<file path="config.mk">
export PLATFORM = sky130hd
export DESIGN_NAME = regfile_port_ctrl
export DESIGN_NICKNAME = d
export VERILOG_FILES = /design/src/rtl/regfile_port_ctrl_pkg.sv /design/src/rtl/regfile_wb_fifo.sv /design/src/rtl/regfile_port_ctrl.sv
export SDC_FILE = /design/constraint.sdc
export NUM_CORES = 1
export LEC_CHECK = 0
export CORE_UTILIZATION = 55
export DETAILED_ROUTE_END_ITERATION = 8
export PLACE_DENSITY = 0.81
export SETUP_SLACK_MARGIN = 0.5
export SKIP_LAST_GASP = 1
export SYNTH_ARGS = -nofsm -noshare
export SYNTH_HDL_FRONTEND = slang
export SYNTH_SLANG_ARGS = --single-unit
</file>
<file path="constraint.sdc">
create_clock -name clock -period 4.05 [get_ports clock]
set_input_delay 0.81 -clock clock [delete_from_list [all_inputs] [get_ports clock]]
set_output_delay 0.81 -clock clock [all_outputs]
set_load 0.01 [all_outputs]
</file>
<file path="src/rtl/regfile_port_ctrl_pkg.sv">
// Shared definitions for the register-file port controller: default widths,
// FSM state encoding and the number of registers zeroed by a clear sweep.
package regfile_port_ctrl_pkg;

  localparam int DW_DEFAULT  = 16;
  localparam int AW_DEFAULT  = 3;
  localparam int WBQ_DEFAULT = 4;
  localparam int CLEAR_COUNT = 8;
  localparam int CLR_W       = $clog2(CLEAR_COUNT);

  typedef enum logic [1:0] {
    ST_CLEAR = 2'd0,
    ST_RUN   = 2'd1,
    ST_DRAIN = 2'd2
  } state_e;

endpackage

</file>
<file path="src/rtl/regfile_wb_fifo.sv">
// Writeback FIFO: in-order queue of pending register writes, plus a
// youngest-match search used to forward operands ahead of the register file.
module regfile_wb_fifo
  import regfile_port_ctrl_pkg::*;
#(
  parameter int DW    = DW_DEFAULT,
  parameter int AW    = AW_DEFAULT,
  parameter int DEPTH = WBQ_DEFAULT
) (
  input  logic          clock,
  input  logic          reset,
  input  logic          i_push,
  input  logic [AW-1:0] i_pushAddr,
  input  logic [DW-1:0] i_pushData,
  input  logic          i_pop,
  input  logic [AW-1:0] i_lookAddr1,
  input  logic [AW-1:0] i_lookAddr2,
  output logic          o_empty,
  output logic          o_full,
  output logic [AW-1:0] o_headAddr,
  output logic [DW-1:0] o_headData,
  output logic          o_hit1,
  output logic          o_hit2,
  output logic [DW-1:0] o_fwd1,
  output logic [DW-1:0] o_fwd2
);

  localparam int PW = (DEPTH > 1) ? $clog2(DEPTH) : 1;
  localparam int CW = $clog2(DEPTH + 1);

  logic [AW-1:0] r_addr [DEPTH];
  logic [DW-1:0] r_data [DEPTH];
  logic [PW-1:0] r_rdPtr;
  logic [PW-1:0] r_wrPtr;
  logic [CW-1:0] r_count;
  logic [PW-1:0] w_rdNext;
  logic [PW-1:0] w_wrNext;

  function automatic logic [PW-1:0] slotOf(input logic [PW-1:0] base, input int offset);
    int s;
    s = int'(base) + offset;
    if (s >= DEPTH) s = s - DEPTH;
    return PW'(s);
  endfunction

  assign w_rdNext   = (r_rdPtr == PW'(DEPTH - 1)) ? '0 : r_rdPtr + PW'(1);
  assign w_wrNext   = (r_wrPtr == PW'(DEPTH - 1)) ? '0 : r_wrPtr + PW'(1);
  assign o_empty    = (r_count == '0);
  assign o_full     = (r_count == CW'(DEPTH));
  assign o_headAddr = r_addr[r_rdPtr];
  assign o_headData = r_data[r_rdPtr];

  always_ff @(posedge clock or negedge reset) begin
    if (!reset) begin
      r_rdPtr <= '0;
      r_wrPtr <= '0;
      r_count <= '0;
    end else begin
      if (i_push) r_wrPtr <= w_wrNext;
      if (i_pop) r_rdPtr <= w_rdNext;
      if (i_push && !i_pop) r_count <= r_count + CW'(1);
      else if (!i_push && i_pop) r_count <= r_count - CW'(1);
    end
  end

  always_ff @(posedge clock) begin
    if (i_push) begin
      r_addr[r_wrPtr] <= i_pushAddr;
      r_data[r_wrPtr] <= i_pushData;
    end
  end

  // Walk oldest to youngest so later matches win; a same-cycle push beats all.
  always_comb begin
    o_hit1 = 1'b0;
    o_hit2 = 1'b0;
    o_fwd1 = '0;
    o_fwd2 = '0;
    for (int i = 0; i < DEPTH; i++) begin
      if (i < int'(r_count)) begin
        if (r_addr[slotOf(r_rdPtr, i)] == i_lookAddr1) begin
          o_hit1 = 1'b1;
          o_fwd1 = r_data[slotOf(r_rdPtr, i)];
        end
        if (r_addr[slotOf(r_rdPtr, i)] == i_lookAddr2) begin
          o_hit2 = 1'b1;
          o_fwd2 = r_data[slotOf(r_rdPtr, i)];
        end
      end
    end
    if (i_push && (i_pushAddr == i_lookAddr1)) begin
      o_hit1 = 1'b1;
      o_fwd1 = i_pushData;
    end
    if (i_push && (i_pushAddr == i_lookAddr2)) begin
      o_hit2 = 1'b1;
      o_fwd2 = i_pushData;
    end
  end

endmodule

</file>
<file path="src/rtl/regfile_port_ctrl.sv">
// Register-file port controller: serves two-operand reads with forwarding from
// a writeback queue, drains that queue into the register file and sweeps it to zero.
module regfile_port_ctrl
  import regfile_port_ctrl_pkg::*;
#(
  parameter int DW  = DW_DEFAULT,
  parameter int AW  = AW_DEFAULT,
  parameter int WBQ = WBQ_DEFAULT
) (
  input  logic          clock,
  input  logic          reset,
  input  logic          rq_valid,
  output logic          rq_ready,
  input  logic [AW-1:0] rq_src1,
  input  logic [AW-1:0] rq_src2,
  output logic          op_valid,
  input  logic          op_ready,
  output logic [DW-1:0] op_data1,
  output logic [DW-1:0] op_data2,
  input  logic          wb_valid,
  output logic          wb_ready,
  input  logic [AW-1:0] wb_addr,
  input  logic [DW-1:0] wb_data,
  input  logic          clear_req,
  output logic          busy,
  output logic [AW-1:0] address1,
  output logic [AW-1:0] address2,
  output logic [AW-1:0] writeAddress,
  output logic [DW-1:0] writeData,
  output logic          write,
  input  logic [DW-1:0] data1,
  input  logic [DW-1:0] data2
);

  state_e           r_state;
  state_e           w_nextState;
  logic [CLR_W-1:0] r_clrIdx;
  logic             w_clrLast;
  logic             r_opValid;
  logic [DW-1:0]    r_opData1;
  logic [DW-1:0]    r_opData2;
  logic             w_inRun;
  logic             w_pop;
  logic             w_push;
  logic             w_rqFire;
  logic             w_fifoEmpty;
  logic             w_fifoFull;
  logic [AW-1:0]    w_headAddr;
  logic [DW-1:0]    w_headData;
  logic             w_hit1;
  logic             w_hit2;
  logic [DW-1:0]    w_fwd1;
  logic [DW-1:0]    w_fwd2;

  assign address1  = rq_src1;
  assign address2  = rq_src2;
  assign op_valid  = r_opValid;
  assign op_data1  = r_opData1;
  assign op_data2  = r_opData2;
  assign w_clrLast = (r_clrIdx == CLR_W'(CLEAR_COUNT - 1));
  assign w_push    = wb_valid && wb_ready;
  assign w_rqFire  = rq_valid && rq_ready;

  regfile_wb_fifo #(.DW(DW), .AW(AW), .DEPTH(WBQ)) u_wbFifo (
    .clock       (clock),
    .reset       (reset),
    .i_push      (w_push),
    .i_pushAddr  (wb_addr),
    .i_pushData  (wb_data),
    .i_pop       (w_pop),
    .i_lookAddr1 (rq_src1),
    .i_lookAddr2 (rq_src2),
    .o_empty     (w_fifoEmpty),
    .o_full      (w_fifoFull),
    .o_headAddr  (w_headAddr),
    .o_headData  (w_headData),
    .o_hit1      (w_hit1),
    .o_hit2      (w_hit2),
    .o_fwd1      (w_fwd1),
    .o_fwd2      (w_fwd2)
  );

  always_ff @(posedge clock or negedge reset) begin
    if (!reset) r_state <= ST_CLEAR;
    else        r_state <= w_nextState;
  end

  always_comb begin
    w_nextState = r_state;
    case (r_state)
      ST_CLEAR: if (w_clrLast) w_nextState = ST_RUN;
      ST_RUN:   if (clear_req) w_nextState = ST_DRAIN;
      ST_DRAIN: if (w_fifoEmpty) w_nextState = ST_CLEAR;
      default:  w_nextState = ST_CLEAR;
    endcase
  end

  // Write port is gated by reset so it drops the instant reset asserts.
  always_comb begin
    w_inRun      = reset && (r_state == ST_RUN);
    w_pop        = reset && (r_state != ST_CLEAR) && !w_fifoEmpty;
    rq_ready     = w_inRun && (!r_opValid || op_ready);
    wb_ready     = w_inRun && (!w_fifoFull || w_pop);
    busy         = (r_state != ST_RUN);
    write        = 1'b0;
    writeAddress = '0;
    writeData    = '0;
    if (reset) begin
      if (r_state == ST_CLEAR) begin
        write        = 1'b1;
        writeAddress = AW'(r_clrIdx);
      end else if (!w_fifoEmpty) begin
        write        = 1'b1;
        writeAddress = w_headAddr;
        writeData    = w_headData;
      end
    end
  end

  always_ff @(posedge clock or negedge reset) begin
    if (!reset) r_clrIdx <= '0;
    else if ((r_state == ST_CLEAR) && !w_clrLast) r_clrIdx <= r_clrIdx + CLR_W'(1);
    else r_clrIdx <= '0;
  end

  always_ff @(posedge clock or negedge reset) begin
    if (!reset) begin
      r_opValid <= 1'b0;
      r_opData1 <= '0;
      r_opData2 <= '0;
    end else if (w_rqFire) begin
      r_opValid <= 1'b1;
      r_opData1 <= w_hit1 ? w_fwd1 : data1;
      r_opData2 <= w_hit2 ? w_fwd2 : data2;
    end else if (op_ready) begin
      r_opValid <= 1'b0;
    end
  end

endmodule

</file>
# [After elaboration in Yosys (flattened, before gate mapping)]
# Memories as Yosys holds them, arrays and structs flattened.
# Cells that the tools add are included.
[totals] regBits=45 ramBits=76 inputBits=63 output_inout_bits=62 word_cells=144 n_memories=2
[classes] n_addsub=12 n_lt_le_gt_ge=8 n_eq_ne=20 n_mux=68 n_reduce_logical=26
[memory_table] name="u_wbFifo.r_data" words=4 word_bits=16 rd=5 rd_ports_with_merged_regs=0 write_ports=1 line="regfile_wb_fifo.sv:32" source="logic [DW-1:0] r_data [DEPTH];"
[memory_table] name="u_wbFifo.r_addr" words=4 word_bits=3 rd=5 rd_ports_with_merged_regs=0 write_ports=1 line="regfile_wb_fifo.sv:31" source="logic [AW-1:0] r_addr [DEPTH];"
[ops] cell="16-bit two-way mux" count=23
[ops] cell="3-bit == test" count=10
[ops] cell="2-bit two-way mux" count=13
[ops] cell="1-bit two-way mux" count=25
[ops] cell="3-bit two-way mux" count=6
[ops] cell="1-bit logical AND" count=12
[ops] cell="3-bit greater-or-equal comparator, second input constant" count=3
[ops] cell="2-bit by 1-bit subtractor with 2-bit output, second input constant" count=4
[ops] cell="2-bit by 2-bit adder with 3-bit output, second input constant" count=2
[ops] cell="3-bit by 1-bit adder with 3-bit output, second input constant" count=2
[ops] cell="2-bit == test, second input constant" count=3
[ops] cell="3-bit == test, second input constant" count=2
[ops] cell="1-bit logical NOT" count=6
[ops] cell="1-bit by 3-bit less-than comparator with 1-bit output, first input constant" count=2
[ops] cell="2-bit by 3-bit less-than comparator with 1-bit output, first input constant" count=2
[ops] cell="2-bit != test, second input constant" count=3
[ops] cell="2-bit one-hot mux with 3 select lines" count=1
[ops] cell="2-bit nonzero test" count=3
[ops] cell="2-bit by 1-bit adder with 2-bit output, second input constant" count=2
[ops] cell="2-bit by 1-bit adder with 3-bit output, second input constant" count=1
[ops] cell="2-bit by 3-bit greater-or-equal comparator with 1-bit output, second input constant" count=1
[ops] cell="3-bit logical NOT" count=1
[ops] cell="3-bit AND reduction" count=1
[ops] cell="3-bit by 1-bit subtractor with 3-bit output, second input constant" count=1
[ops] cell="other kinds (4)" count=5

# [Depth between registers and ports, before layout]
# An unclocked memory read counts as a cell.
[logic_depth] ltp_word=15 ltp_mapped=10 depth_no_buf=8

# [Cells and area by module]
# Synthesis repeated with hierarchy kept, for this count alone.
[unflattened] hier_cells=693 hier_area_um2=8638.3
[modules_own_cells] module="regfile_wb_fifo" instances=1 cells_per_inst=528 area_each_um2=6528.8 seq_area_each_um2=2457.4
[modules_own_cells] module="regfile_port_ctrl" instances=1 cells_per_inst=165 area_each_um2=2109.5 seq_area_each_um2=950.9

# [Worst setup path after synthesis]
# Ideal clock, no wire load.
[synth_timing] path_kind="register to register" startpoint="register u_wbFifo.r_rdPtr[1]" endpoint="register r_opData2[3], in the netlist op_data2[3]" setup_ns=0.124 arrival_time_ns=2.487 t_required_ns=3.926 slack_ns=1.439 stages_incl_launch_ff=9 path_buffers=1 period_less_slack_ns=2.611 path_cell_list="dfrtp_1 ha_1 mux4_1 xnor2_1 and4_1 nor3_2 buf_2 o2bb2ai_1 o21ai_1"
[synth_between] elab_chain_len=15 word_cells_on_any_way=44 cone_classes="7 x add/sub; 4 x order compare; 4 x eq/ne; 27 x mux; 2 x memory"
[synth_rtl] element="from (decl)" line="regfile_wb_fifo.sv:33" source="logic [PW-1:0] r_rdPtr;"
[synth_rtl] element="from (signal assigned)" line="regfile_wb_fifo.sv:60" source="if (i_pop) r_rdPtr <= w_rdNext;"
[synth_rtl] element="branches (longest 14 deep; another with 2-bit by 1-bit adder with 3-bit output)"
[synth_rtl] element="16-bit two-way mux *" line="regfile_port_ctrl.sv:134" source="r_opData2 <= w_hit2 ? w_fwd2 : data2;"
[synth_rtl] element="to (signal assigned)" line="regfile_port_ctrl.sv:134"
[synth_rtl] element="to (decl)" line="regfile_port_ctrl.sv:41" source="logic [DW-1:0] r_opData2;"
# Mark *: on every way between the ends. The select of a mux whose other input is x is not followed.
# A chain may end at the register's enable or synchronous reset.

# [Worst setup path in the final report]
[layout_timing] startpoint="register u_wbFifo.r_rdPtr[0]" endpoint="register r_opData1[3], in the netlist op_data1[3]"
[layout_between] elab_chain_len=15 word_cells_on_any_way=44 cone_classes="7 x add/sub; 4 x order compare; 4 x eq/ne; 27 x mux; 2 x memory"
[layout_rtl] element="branches (longest 14 deep; another with 2-bit by 1-bit adder with 3-bit output)"
[layout_rtl] element="16-bit two-way mux *" line="regfile_port_ctrl.sv:133" source="r_opData1 <= w_hit1 ? w_fwd1 : data1;"
[layout_rtl] element="to (signal assigned)" line="regfile_port_ctrl.sv:133"
[layout_rtl] element="to (decl)" line="regfile_port_ctrl.sv:40" source="logic [DW-1:0] r_opData1;"
# Marks and branches as above.

==> impl_metrics.tcl <==
set metrics [dict create \
    final_core_util 0.706 \
    drtIter0Drc 973 \
    gp_congestion 0.988 \
    grt_antenna_before_repair 0 \
    core-area_mm2 0.0141 \
    synthCells 628 \
    die_h_um 123 \
    pre_cts_ws_ns 0.489 \
    crit_path_max_incr_delay_ns 0.84 \
    path_cells "ha_1 > mux4_1 > xnor2_1 > and4_1 > nor2_1 > a221o_1 > o21ai_0" \
    ir_worst_vdd_mv 0.474 \
    layout-drive-gt1-share 0.181 \
    grt_pass1_vias 5944 \
    path_max_fanout 11 \
    yosysTopAreaCellShare 0.283 \
    vias 6443 \
    track_usage 0.347 \
    antenna_cells 0 \
    skew_ns 0.0151 \
    hpwl_mm 17.8 \
    syn_area_per_cell_um2 12.8 \
    grt_setup_unrepaired "true" \
    synth_commonest_cells "edfxtp_1, mux4_2, dfrtp_1" \
    slew_headroom 0.250 \
    critical_path_arrival_ns 3.79 \
    tightest_slew_ns 1.12 \
    ctsHtreeMaxLevel 4 \
    ys_ff_latch 121 \
    powerDensity_mw_per_mm2 740 \
    tns_ns 0 \
    finalNonFillerCells 920 \
    finalCritPeriodShare 0.861 \
    slew_viol_final 0 \
    worstSetupPathType "flop to flop" \
    syn_area_mm2 0.00805 \
    status "finished, final reports clean" \
    hold_violations 0 \
    clk_pin_slew_ns 0.06 \
    cts_setup_buffers 0 \
    yosysMostFrequentCell "edfxtp_1" \
    timing.final.ws_setup_ns 0.563 \
    cts_sinks 121 \
    regArea_mm2 0.00341 \
    cts_buffers 17 \
    min_path_type "primary input to async pin" \
    place_inst 887 \
    fp.dieW_um 123 \
    nNetsFinal 801 \
    start_kind "flop" \
    grt_pass1_wl_mm 36.9 \
    crit_slowest_cell "nor2_1" \
    ios 125 \
    period_needed_ns 3.49 \
    cts_buffer_depth 2 \
    row_count 43 \
    initial_utilization 0.571 \
    yosys_most_used_dff "edfxtp_1" \
    grt_remaining_overflow 0 \
    ys.warnings.count 0 \
    cts_tree "yes" \
    root_buffer "clkbuf_16" \
    cp_data_required_time_ns 4.35 \
    clk_latency_ns 0.44 \
    areaGrowthSynthToFinish_pct 23.5 \
    synthesis.nets 702 \
    setup_viol 0 \
    timing.fmax_mhz 287 \
    drcViolationCount 0 \
    multiInputGateArea_mm2 0.00427 \
    endpoint_kind "flop" \
    synth_edf_count 76 \
    ys_seq_area_frac 0.423 \
    numPortBuffers 124 \
    vias_per_cell 7.00 \
    die_area_mm2 0.0151 \
    wl_per_cell_um 27.6 \
    synth_area_leaders "edfxtp_1, mux4_2, dfrtp_1" \
    ys_types 52 \
    n_fill_cell 988 \
    final_antenna_net_count 0 \
    grt_max_degree 79 \
    r2r_cells 7 \
    synthArstFlopShare 0.372 \
    yosysTopAreaCell "edfxtp_1" \
    drt-total-wl_mm 25.4 \
    max-cap-violations 0 \
    leakagePower_nw 3.81 \
    first_pass_iters 8 \
]
==> cell usage in the layout, fill, tap and decap left out, types with 3 or more instances in the layout <==
master           instances
edfxtp_1                76
xnor2_1                 22
mux4_1                   3
o21ai_1                 24
inv_1                   21
and4_1                   4
mux4_2                  73
clkinv_4                 5
o22ai_1                  3
a221o_1                 14
nand2_1                 15
o221ai_1                16
nor3_1                   4
xor2_1                   8
o21ai_0                 30
nor2_1                  28
ha_1                    11
a21oi_1                 34
mux2i_1                 33
nor2b_1                 16
clkdlybuf4s50_1        123
a21o_1                   3
buf_4                   11
dfrtp_1                 43
and3_1                  31
o2bb2ai_1               16
clkbuf_16               18
and2_1                   7
==> logic make-up (layout without fill, tap and decap cells) <==
family | after synthesis | in the layout | synth area share
AO/OA/AOI/OAI | 150 | 150 | 0.124
flip-flops | 121 | 121 | 0.423
AND/OR/NAND/NOR | 126 | 126 | 0.0949
buffers and inverters | 79 | 191 | 0.0499
adder cells (fa/ha/maj) | 11 | 11 | 0.0171
XOR/XNOR | 31 | 31 | 0.0347
multiplexers | 110 | 110 | 0.256
==> final cells by class <==
type,instances,area share
Multi-Input combinational cell,428,0.429
Sequential cell,121,0.343
Timing Repair Buffer,138,0.139
Clock buffer,18,0.0431
Tap cell,180,0.0226
Clock inverter,14,0.0150
Inverter,21,0.00792
==> metrics by stage <==
stage          hold slack (ns)  cell area, um^2  power [mW]
3_5_place_dp             0.474             9310        5.72
4_1_cts                  0.300             9890        7.22
3_3_place_gp             0.459             9310        5.62
6_report                 0.296             9950        7.36
2_1_floorplan            0.437             8050        4.46
5_1_grt                  0.314             9950        7.65
==> power by group <==
| group | switching (mW) | internal (mW) |
|---|---|---|
| Clock | 0.584 | 0.905 |
| Sequential | 0.216 | 1.55 |
| Combinational | 2.21 | 1.90 |
| Total | 3.01 | 4.36 |
==> final timing paths <==
check	startpoint	end	slack (ns)
setup / recovery	u_wbFifo.r_rdPtr[0]$_DFFE_PN0P_	op_data1[3]$_DFFE_PN0P_	0.56
hold / removal	reset	u_wbFifo.r_count[1]$_DFFE_PN0P_	0.30
setup reg to reg	u_wbFifo.r_rdPtr[0]$_DFFE_PN0P_	op_data1[3]$_DFFE_PN0P_	0.56
hold reg to reg	r_clrIdx[0]$_DFF_PN0_	r_clrIdx[0]$_DFF_PN0_	0.49
max in group asynchronous	reset	op_data2[7]$_DFFE_PN0P_	2.93
min in group clock	r_clrIdx[0]$_DFF_PN0_	r_clrIdx[0]$_DFF_PN0_	0.49
==> state kept, by name, summed over array words and instances, names as in the netlist <==
signal	cells
u_wbFifo.r_wrPtr	2
u_wbFifo.r_data	64
r_state	2
op_data1	16
op_valid	1
u_wbFifo.r_addr	12
u_wbFifo.r_count	3
op_data2	16
u_wbFifo.r_rdPtr	2
r_clrIdx	3
==> worst max-delay path: cells and delay by family, from the launching register on <==
kind / cells / cell delay, ns
compound gates: 2 / 0.37
xor+xnor: 1 / 0.18
fa+ha+maj: 1 / 0.48
flops: 1 / 0.53
mux: 1 / 0.66
simple gates: 2 / 1.12
==> metal layers <==
metal,global-route usage,vias to the layer above,share of wire
met5,0,-,0
met4,0.0971,0,0.019
met3,0.0918,37,0.13
met2,0.491,472,0.45
met1,0.528,3236,0.41
li1,-,2698,-
==> timing repair <==
action	CTS	global route
gates cloned	0	1
endpoints found under the hold margin	0	0
pin swaps	0	0
gates resized for setup	2	5
hold buffers	0	0
setup endpoints to repair	9	22
Power figures use the tool's default switching activity.
